<file path="config.mk">
export PLATFORM = sky130hd
export DESIGN_NAME = jtag_id_reader
export DESIGN_NICKNAME = d
export VERILOG_FILES = /design/src/rtl/jtag_id_reader.sv
export SDC_FILE = /design/constraint.sdc
export NUM_CORES = 1
export LEC_CHECK = 0
export BUFFER_PORTS_ARGS = -buffer_cell sky130_fd_sc_hd__buf_2
export CAP_MARGIN = 20
export CORE_ASPECT_RATIO = 0.75
export CORE_MARGIN = 10
export CORE_UTILIZATION = 51
export DETAILED_ROUTE_END_ITERATION = 6
export PLACE_DENSITY_LB_ADDON = 0.15
export SLEW_MARGIN = 25
export SYNTH_ARGS = -nofsm -noshare
export SYNTH_HDL_FRONTEND = slang
export SYNTH_SLANG_ARGS = --single-unit
</file>
<file path="constraint.sdc">
create_clock -name CLK -period 2.2 [get_ports CLK]
set_clock_uncertainty 0.05 [all_clocks]
set_input_delay 0.44 -clock CLK [delete_from_list [all_inputs] [get_ports CLK]]
set_output_delay 0.44 -clock CLK [all_outputs]
set_load 0.01 [all_outputs]
</file>
<file path="src/rtl/jtag_id_reader.sv">
// rtl/jtag_id_reader.sv - JTAG host that walks a TAP into Shift-DR and reads the ID register.
module jtag_id_reader #(
  parameter int ID_WIDTH    = 8,
  parameter int HALF_PERIOD = 2
) (
  input  logic                CLK,
  input  logic                RST,
  input  logic                START,
  input  logic                TDO,
  output logic                TCK,
  output logic                TMS,
  output logic                TDI,
  output logic [ID_WIDTH-1:0] ID,
  output logic                ID_VALID,
  output logic                BUSY,
  output logic                DONE
);

  localparam int N  = 11 + ID_WIDTH;
  localparam int HW = (HALF_PERIOD > 1) ? $clog2(HALF_PERIOD) : 1;
  localparam int PW = $clog2(N + 1);

  typedef enum logic [1:0] {IDLE, RUN, FINISH} state_t;

  state_t              state;
  logic [HW-1:0]       half_cnt;
  logic [PW-1:0]       period;
  logic [ID_WIDTH-1:0] shreg;

  // TMS value presented for 1-based TCK rising edge p+1; zero past the end keeps Run-Test/Idle.
  function automatic logic tms_for(input logic [PW-1:0] p);
    int k;
    k = int'(p) + 1;
    return (k <= 5) || (k == 7) || (k == 9 + ID_WIDTH) || (k == 10 + ID_WIDTH);
  endfunction

  function automatic logic shift_edge(input logic [PW-1:0] p);
    int k;
    k = int'(p) + 1;
    return (k >= 10) && (k <= 9 + ID_WIDTH);
  endfunction

  assign TDI = 1'b1;

  always_ff @(posedge CLK or posedge RST) begin
    if (RST) begin
      state    <= IDLE;
      half_cnt <= '0;
      period   <= '0;
      shreg    <= '0;
      TCK      <= 1'b0;
      TMS      <= 1'b1;
      ID       <= '0;
      ID_VALID <= 1'b0;
      BUSY     <= 1'b0;
      DONE     <= 1'b0;
    end else begin
      DONE <= 1'b0;
      case (state)
        IDLE: begin
          // A START overlapping the DONE pulse is dropped rather than queued.
          if (START && !DONE) begin
            state    <= RUN;
            BUSY     <= 1'b1;
            TCK      <= 1'b0;
            TMS      <= tms_for('0);
            half_cnt <= '0;
            period   <= '0;
          end
        end
        RUN: begin
          if (half_cnt == HW'(HALF_PERIOD - 1)) begin
            half_cnt <= '0;
            if (!TCK) begin
              TCK <= 1'b1;
              if (shift_edge(period)) begin
                shreg <= {TDO, shreg[ID_WIDTH-1:1]};
              end
            end else begin
              TCK <= 1'b0;
              TMS <= tms_for(period + 1'b1);
              if (period == PW'(N - 1)) begin
                state <= FINISH;
              end else begin
                period <= period + 1'b1;
              end
            end
          end else begin
            half_cnt <= half_cnt + 1'b1;
          end
        end
        FINISH: begin
          ID       <= shreg;
          ID_VALID <= shreg[0];
          DONE     <= 1'b1;
          BUSY     <= 1'b0;
          period   <= '0;
          state    <= IDLE;
        end
        default: state <= IDLE;
      endcase
    end
  end

endmodule

</file>
==> results.md, run 1 <==
- Multi-input gate area: 782 um^2
- Initial antenna violation count: 0
- Final worst slack: 0.0815 ns
- Synth top area share: ~44%
- Power Total: 0.818 mW
- Drt total wl: 3060 um
- Mapped cell area: 1530 um^2
- EDFF count, synth: 0
- Max-cap viol count: 0
- PwrDens: ~460 nW/um^2
- Crit path launch type: register
- Grt ovf: 0
- Unique masters post-synth: 42
- DRC errors left: 0
- Worst path top cell family by delay: simple AND/OR/NAND/NOR gates
- Reg2reg path depth: 6
- Worst path cell trace: ha_2 > or4b_4 > nand3_2 > o311a_4 > nand4_4 > mux2_4
- Fin crit period: 2.12 ns
- Post-synth top flop: dfrtp_1
- Initial DRT Pass Iterations: 4
- First-pass GRT wire length: 5400 um
- Lkg Pwr: around 0.85 nW
- Via count: 1146
- Die width: between 80 and 90 um
- FP Rows: 17
- I/O pin cnt: 18
- 1st-iter DRT viols: 118
- CP Depth: 6
- Cell Area, Placed: 1670 um^2
- Req. time, crit path: 2.31 ns
- Outcome: finished clean
- Pre-CTS setup slack: between 0.04 and 0.05 ns
- Dpl hpwl: approximately 2300 um
- Setup TNS Final: 0 ns
- Htree depth: 1
- Largest net degree at the start of global routing: 19
- CTS root buffer: clkbuf_8
- Buf/Inv on CP: 0
- Die H: 67.4 um
- Clock Tree Buf Depth: 2
- Syn Area/Cell: around 10 um^2
- Hold crit path type: in2async
- Sequential Area: 702 um^2
- Seq/Total Area, Yosys: between 40% and 50%
- Port Buffers: 16
- Clock Latency Late Sink: 0.27 ns
- Die Area: 5600 um^2
- RR Startpoint: period[1]
- Fmax: ~0.47 GHz
- Core Box Area: 2910 um^2
- Leading area contributor after synthesis: dfrtp_1
- Final Hold Viols: 0
- Commonest non-fill, non-tap cells in the layout: dfrtp_1, buf_2, mux2_2, o21ai_0, buf_4
- Max VDD drop: approximately 0.36 mV
- # fillers: 250
- # setup viols final: 0
- Worst-path clk slew: ~0.09 ns
- Worst Path Max Fanout: 8
- Asr flop ratio synth: 100%
- CTS tree: yes
- Cells after Synth: 147
- Slew Limit Fails: 0
- Syn nets: 156
- Ranking of synthesized cells by area: dfrtp_1, mux2_2, o21ai_0
- Crit path kind: reg2reg
- Worst r2r dst: shreg[7]
- Gr usage total: 11.2%
- Design area: 1780 um^2
- R2R setup slack: 0.08 ns
- Total CTS buffers: 3
- ANT nets after route: 0
- Non-filler cells, final: 207
- Wire per inst: 14.8 um
- GP Congestion: 0.897
- CP Capture Type: register
- Proportion of layout cells with a drive suffix above 1: 34.9%
- Clock Sinks: 28
- Crit-path slowest cell: or4b_4
- Vias in the first global route: ~1100
- Area growth, synth to finish: 16.9%
- Largest stage delay, worst path: 0.48 ns
- Starting Density: 52.4%
- # diodes: 0
- Flop and latch count out of synthesis: 28
- # nets final: 179
- Fin crit share: a little over nine tenths
- Synth warn: 0
- Placed instance count: 200
- Critical path data arrival time: 2.22 ns
- Most common cell after layout, fill and taps aside: dfrtp_1
- Via density: 5.54
==> worst max-delay path by stage <==
| stage | endpoint | slack, ns | start |
|---|---|---|---|
| final | shreg[7] | 0.08 | period[1] |
| after global routing | shreg[7] | -0.009 | period[0] |
| after CTS | shreg[7] | 0.02 | period[0] |
| after detailed placement | shreg[7] | 0.05 | period[0] |
| after global placement | shreg[4] | 0.12 | period[0] |
| after floorplan | shreg[0] | 0.06 | period[0] |
==> metal layers <==
metal	vias to the layer above	track usage, %	part of all wire (%)
li1	570	-	-
met1	549	14.8	49
met2	25	18.5	46
met3	2	3.37	5.2
met4	0	1.27	0.13
met5	-	0	0
==> power breakdown <==
part | internal [mW] | leakage [nW] | switching (mW)
Combinational | 0.00875 | 0.478 | 0.0137
Clock | 0.130 | 0.0228 | 0.144
Sequential | 0.519 | 0.347 | 0.00320
==> synth_stat cells (2+ instances only) <==
library cell / count
dfrtp_1: 27
mux2_2: 16
o21ai_0: 14
nand2_1: 8
a21oi_1: 7
clkbuf_1: 7
nor2_1: 7
inv_1: 6
ha_1: 5
nand3_1: 5
nand2b_1: 3
nor2b_1: 3
buf_2: 2
buf_4: 2
nand3b_1: 2
nand4_1: 2
nor3b_1: 2
nor4_1: 2
o21a_1: 2
o22ai_1: 2
xnor2_1: 2
==> area by class of cell <==
cell class                 instances  area share (%)
inverter                           6            1.26
multi-input combinational        101            43.8
sequential                        28            39.3
clock buffer                       4            2.52
tap                               38            2.66
timing repair buffer              30            10.4
==> flip-flops by register name, summed over array words and instances (netlist names) <==
name and cells:
period 5, TMS 1, BUSY 1, DONE 1
state 2, TCK 1, half_cnt 1, ID 8
shreg 8
==> per-stage QoR <==
stage	utilization [%]	hold WS, ns
global placement	57.4	0.417
global route	61.2	0.153
floorplan	-	0.407
finish	61.2	0.124
detailed placement	57.4	0.436
CTS	59.0	0.139
==> repair_timing <==
action                                  CTS  global route
resized for setup                         0            10
setup buffers                             0             3
hold buffers                              0             0
endpoints found under the setup margin    0             8
==> worst register-to-register path: cells and delay by family (launching register included) <==
family | cells | cell delay, ns
AO/OA/AOI/OAI | 1 | 0.20
adder cells (fa/ha/maj) | 1 | 0.22
flip-flops | 1 | 0.44
multiplexers | 1 | 0.35
AND/OR/NAND/NOR | 3 | 0.74
==> logic make-up (layout without fill, tap and decap cells) <==
group	after synthesis	in the layout	share of synthesized area, %
AO/OA/AOI/OAI	37	37	15.4
XOR/XNOR	2	2	1.15
adder cells (fa/ha/maj)	5	5	4.10
buffers and inverters	18	40	5.57
flip-flops	28	28	46.0
multiplexers	16	16	11.8
other	1	1	0.246
AND/OR/NAND/NOR	40	40	15.7
Note: power is estimated with default switching activity, not from simulation.
==> run 2, diff against run 1 <==
Settings changed: RECOVER_POWER set to 100.
==> run 2 against run 1 <==
Against the previous run:
- via count grew 0.87%
- sequential share of layout area grew 0.67 points
- global-route usage is the same
- power shrank 0.42%
- worst setup slack gained 0.00062 ns
- sequential power is essentially flat
- clock power is essentially flat
- utilization shrank 1.0 points
==> results.md, run 2 (synthesis gave the netlist of run 1 again) <==
- Critical path data arrival time: 2.22 ns (about the same)
- Die H: 67.4 um (unchanged)
- I/O pin cnt: 18 (unchanged)
- GP Congestion: 0.897 (unchanged)
- R2R setup slack: 0.08 ns (about the same)
- 1st-iter DRT viols: 122 (+3.4%)
- Port Buffers: 16 (unchanged)
- RR Startpoint: period[1]
- Slew margin rel.: 63.4%
- Grt ovf: 0 (unchanged)
- # diodes: 0 (unchanged)
- FP Rows: 17 (unchanged)
- Die width: 83.2 um (unchanged)
- Clock Sinks: 28 (unchanged)
- Initial antenna violation count: 0 (unchanged)
- Via count: 1156 (+0.87%)
- Crit path launch type: register
- PwrDens: 465 nW/um^2 (+1.3%)
- Fmax: 0.472 GHz (about the same)
- Via density: 5.58 (+0.87%)
- Commonest non-fill, non-tap cells in the layout: dfrtp_1, clkbuf_1, mux2_2, o21ai_0, buf_4
- Lkg Pwr: 0.785 nW (-7.5%)
- Hold-fix buffers, CTS: 0 (unchanged)
- Fin crit share: 96.3% (about the same)
- # nets final: 179 (unchanged)
- # setup viols final: 0 (unchanged)
- Power Total: 0.815 mW (-0.42%)
- Worst path cell trace: ha_2 > or4b_4 > nand3_2 > o311a_4 > nand4_4 > mux2_4
- First-pass GRT wire length: 5400 um (unchanged)
- Hold crit path type: in2async
- Largest registers: ID x8, shreg x8, period x5
- Core Box Area: 2910 um^2 (unchanged)
- Worst-margin pin slew: around 0.55 ns
- Drt total wl: 3070 um (+0.26%)
- Wire per inst: 14.8 um (+0.26%)
- Setup TNS Final: 0 ns (unchanged)
- ANT nets after route: 0 (unchanged)
- # fillers: 264 (+5.6%)
- Htree depth: 1 (unchanged)
- Largest stage delay, worst path: 0.48 ns (about the same)
- Initial DRT Pass Iterations: 4 (unchanged)
- Vias in the first global route: 1140 (unchanged)
- Most common cell after layout, fill and taps aside: dfrtp_1
- Pre-CTS setup slack: 0.0491 ns (unchanged)
- Worst Path Max Fanout: 8 (unchanged)
- Clock Tree Buf Depth: 2 (unchanged)
- CP Capture Type: register
- Hold slack: 0.126 ns (+0.00194 ns)
- Starting Density: 52.4% (unchanged)
- Crit path kind: reg2reg
- Fin crit period: 2.12 ns (-0.000622 ns)
- Crit-path slowest cell: or4b_4
- Dpl hpwl: 2340 um (unchanged)
- CP startpoint: period[1]
- Gr usage total: 11.2% (unchanged)
- Slew Limit Fails: 0 (unchanged)
- Req. time, crit path: 2.30 ns (about the same)
- CTS root buffer: clkbuf_8
- Buf/Inv on CP: 0 (unchanged)
- Clock Latency Late Sink: 0.27 ns (about the same)
- Outcome: finished clean
- Proportion of layout cells with a drive suffix above 1: 25.4% (-9.5 points)
- Worst path top cell family by delay: simple AND/OR/NAND/NOR gates
- Worst r2r dst: shreg[7]
- Total CTS buffers: 3 (unchanged)
- Worst-path clk slew: 0.09 ns (about the same)
- Die Area: 5600 um^2 (unchanged)
- Max-cap viol count: 0 (unchanged)
- DRC errors left: 0 (unchanged)
- Max VDD drop: 0.364 mV (+0.13%)
- Final Hold Viols: 0 (unchanged)
- Final worst slack: 0.0821 ns (+0.000622 ns)
- Area growth, synth to finish: 14.9%
- Largest net degree at the start of global routing: 19 (unchanged)
- CTS tree: yes
- Reg2reg path depth: 6 (unchanged)
[run 2: cell count changes in the layout (fill, tap and decap cells not counted)]
cell | before | now
buf_2 | 16 | 4
buf_4 | 14 | 10
clkbuf_1 | 1 | 17
[run 2: layer usage]
metal / global-route usage [%] / vias to the layer above / wire length [um]
met1: 14.8 / 559 / 1490
met3: 3.37 / 2 / 165
met4: 1.27 / 0 / 4
li1: - / 570 / -
met5: 0 / - / 0
met2: 18.5 / 25 / 1410
[run 2: worst register-to-register path: stages, from the launching register on]
cell and delay (ns):
dfrtp_1 0.44, ha_2 0.22, or4b_4 0.48, nand3_2 0.09, o311a_4 0.20, nand4_4 0.17, mux2_4 0.35
[run 2: cell type report]
| cell class | instances | area, um^2 | share of cell area (%) |
|---|---|---|---|
| Sequential cell | 28 | 702 | 40.0 |
| Timing Repair Buffer | 30 | 155 | 8.84 |
| Multi-Input combinational cell | 101 | 782 | 44.6 |
| Clock buffer | 4 | 45.0 | 2.57 |
| Tap cell | 38 | 47.5 | 2.71 |
| Inverter | 6 | 22.5 | 1.28 |
[run 2: through the flow]
stage	cells	utilization, %	cell area [um^2]
floorplan	147	-	1530
global placement	200	57.4	1670
detailed placement	200	57.4	1670
CTS	204	59.0	1720
global route	207	60.2	1750
finish	207	60.2	1750
[run 2: worst max path at each step]
stage,to,slack (ns),cells after the start
2_1_floorplan,shreg[0],0.06,7
3_3_place_gp,shreg[4],0.12,7
3_5_place_dp,shreg[7],0.05,7
4_1_cts,shreg[7],0.02,7
5_1_grt,shreg[7],-0.009,7
6_report,shreg[7],0.08,6
[run 2: power by group]
part | switching, mW | total, mW | internal, mW
sequential | 0.00324 | 0.522 | 0.519
clock | 0.143 | 0.272 | 0.129
combinational | 0.0135 | 0.0205 | 0.00693
total | 0.160 | 0.815 | 0.655
[run 2: timing repair]
action / CTS / global route
gates resized for setup: 0 / 10
endpoints found under the hold margin: 0 / 0
setup buffers: 0 / 3
setup endpoints to repair: 0 / 8
==> run 3, diff against run 2 <==
Settings changed: RECOVER_POWER 100 to 25.
==> run 3 against run 2 <==
Against the previous run:
- non-clock buffer count unchanged
- worst setup slack got worse by 0.00062 ns
- clock power about the same
- via count decreased by 0.78%
- count of clock-buffer cells in the layout unchanged
- power increased by 0.30%
- die area unchanged
- cell count unchanged
- sequential share of layout area decreased by 0.59 points
- critical path type unchanged
==> results.md, run 3 (synthesis gave the netlist of run 1 again) <==
- 1st-iter DRT viols: 117 (-4.1%)
- Sequential Area: 702 um^2 (unchanged)
- Via count: 1147 (-0.78%)
- CP Capture Type: register
- # fillers: 251 (-4.9%)
- Dpl hpwl: 2340 um (unchanged)
- Fin crit share: 96.3% (about the same)
- Worst-path clk slew: 0.09 ns (about the same)
- Met1 WL: 1490 um (about the same)
- Worst r2r dst: shreg[7]
- Clock Latency Late Sink: 0.27 ns (about the same)
- RR Startpoint: period[1]
- Grt ovf: 0 (unchanged)
- CP startpoint: period[1]
- Starting Density: 52.4% (unchanged)
- Initial antenna violation count: 0 (unchanged)
- Crit path kind: reg2reg
- Proportion of layout cells with a drive suffix above 1: 34.3% (+8.9 points)
- Hold slack: 0.123 ns (-0.00229 ns)
- Outcome: finished clean
- Routed wl met3: 160 um (-3.0%)
- Multi-input gate area: 782 um^2 (unchanged)
- PwrDens: 459 nW/um^2 (-1.2%)
- Most common cell after layout, fill and taps aside: dfrtp_1
- Crit path launch type: register
- Design area: 1780 um^2 (+1.5%)
- Clock Sinks: 28 (unchanged)
- Clock Tree Buf Depth: 2 (unchanged)
- Drt total wl: 3060 um (-0.26%)
- Req. time, crit path: 2.31 ns (about the same)
- DR WL met2: 1400 um (-0.28%)
- Die Area: 5600 um^2 (unchanged)
- # setup viols final: 0 (unchanged)
- GP Congestion: 0.897 (unchanged)
- Commonest non-fill, non-tap cells in the layout: dfrtp_1, buf_2, mux2_2, o21ai_0, buf_4
- DRC errors left: 0 (unchanged)
- Largest registers: ID x8, shreg x8, period x5
- ANT nets after route: 0 (unchanged)
- Total CTS buffers: 3 (unchanged)
- CTS root buffer: clkbuf_8
- Setup TNS Final: 0 ns (unchanged)
- Wire per inst: 14.8 um (-0.26%)
- Via density: 5.54 (-0.78%)
- Critical path data arrival time: 2.22 ns (about the same)
- # diodes: 0 (unchanged)
- Uppermost layer routed: met4
- Max VDD drop: 0.364 mV (-0.14%)
- Largest net degree at the start of global routing: 19 (unchanged)
- Area growth, synth to finish: 16.6%
- CTS tree: yes
- Hold crit path type: in2async
- Cell Area, Placed: 1670 um^2 (unchanged)
- Slew Limit Fails: 0 (unchanged)
- Port Buffers: 16 (unchanged)
- Initial DRT Pass Iterations: 4 (unchanged)
- Max-cap viol count: 0 (unchanged)
- I/O pin cnt: 18 (unchanged)
- Power Total: 0.817 mW (+0.30%)
- Reg2reg path depth: 6 (unchanged)
- R2R setup slack: 0.08 ns (about the same)
- Lkg Pwr: 0.845 nW (+7.7%)
- Die H: 67.4 um (unchanged)
- Htree depth: 1 (unchanged)
- Worst Path Max Fanout: 8 (unchanged)
- First-pass GRT wire length: 5400 um (unchanged)
- Fin util: 61.1% (+0.90 points)
- Final Hold Viols: 0 (unchanged)
- Vias in the first global route: 1140 (unchanged)
- # nets final: 179 (unchanged)
- Fmax: 0.472 GHz (about the same)
- Die width: 83.2 um (unchanged)
- Fin crit period: 2.12 ns (+0.000623 ns)
- FP Rows: 17 (unchanged)
- Core Box Area: 2910 um^2 (unchanged)
- Gr usage total: 11.2% (unchanged)
[run 3: how the worst max path moves through the flow]
stage	endpoint	slack (ns)	cells after the start
floorplan	shreg[0]	0.06	7
global placement	shreg[4]	0.12	7
detailed placement	shreg[7]	0.05	7
CTS	shreg[7]	0.02	7
global route	shreg[7]	-0.009	7
finish	shreg[7]	0.08	6
[run 3: worst max-delay path, cell delays in order, from the launching register on]
cell     delay [ns]
dfrtp_1        0.44
ha_2           0.22
or4b_4         0.48
nand3_2        0.09
o311a_4        0.20
nand4_4        0.17
mux2_4         0.35
[run 3: repair_timing]
| action | 4_1_cts | 5_1_grt |
|---|---|---|
| endpoints found under the setup margin | 0 | 8 |
| hold buffers | 0 | 0 |
| gates resized for setup | 0 | 10 |
| buffers inserted | 0 | 3 |
[run 3: where the power goes]
part / total (mW) / internal (mW) / switching, mW / leakage [nW]
Combinational: 0.0216 / 0.00798 / 0.0136 / 0.475
Clock: 0.274 / 0.129 / 0.144 / 0.0228
Sequential: 0.522 / 0.519 / 0.00320 / 0.347
[run 3: routing by layer]
metal / GRT usage [%] / up-vias
li1: - / 570
met1: 14.8 / 550
met2: 18.5 / 25
met3: 3.37 / 2
met4: 1.27 / 0
met5: 0 / -
[run 3: area by class of cell]
type / instances / area share (%)
inverter: 6 / 1.26
tap: 38 / 2.67
clock buffer: 4 / 2.53
sequential: 28 / 39.4
timing repair buffer: 30 / 10.2
multi-input combinational: 101 / 43.9
[run 3: per-stage QoR]
stage / setup WS (ns) / std cells
floorplan: 0.0578 / 147
global placement: 0.118 / 200
detailed placement: 0.0491 / 200
CTS: 0.0219 / 204
global route: -0.00932 / 207
finish: 0.0815 / 207
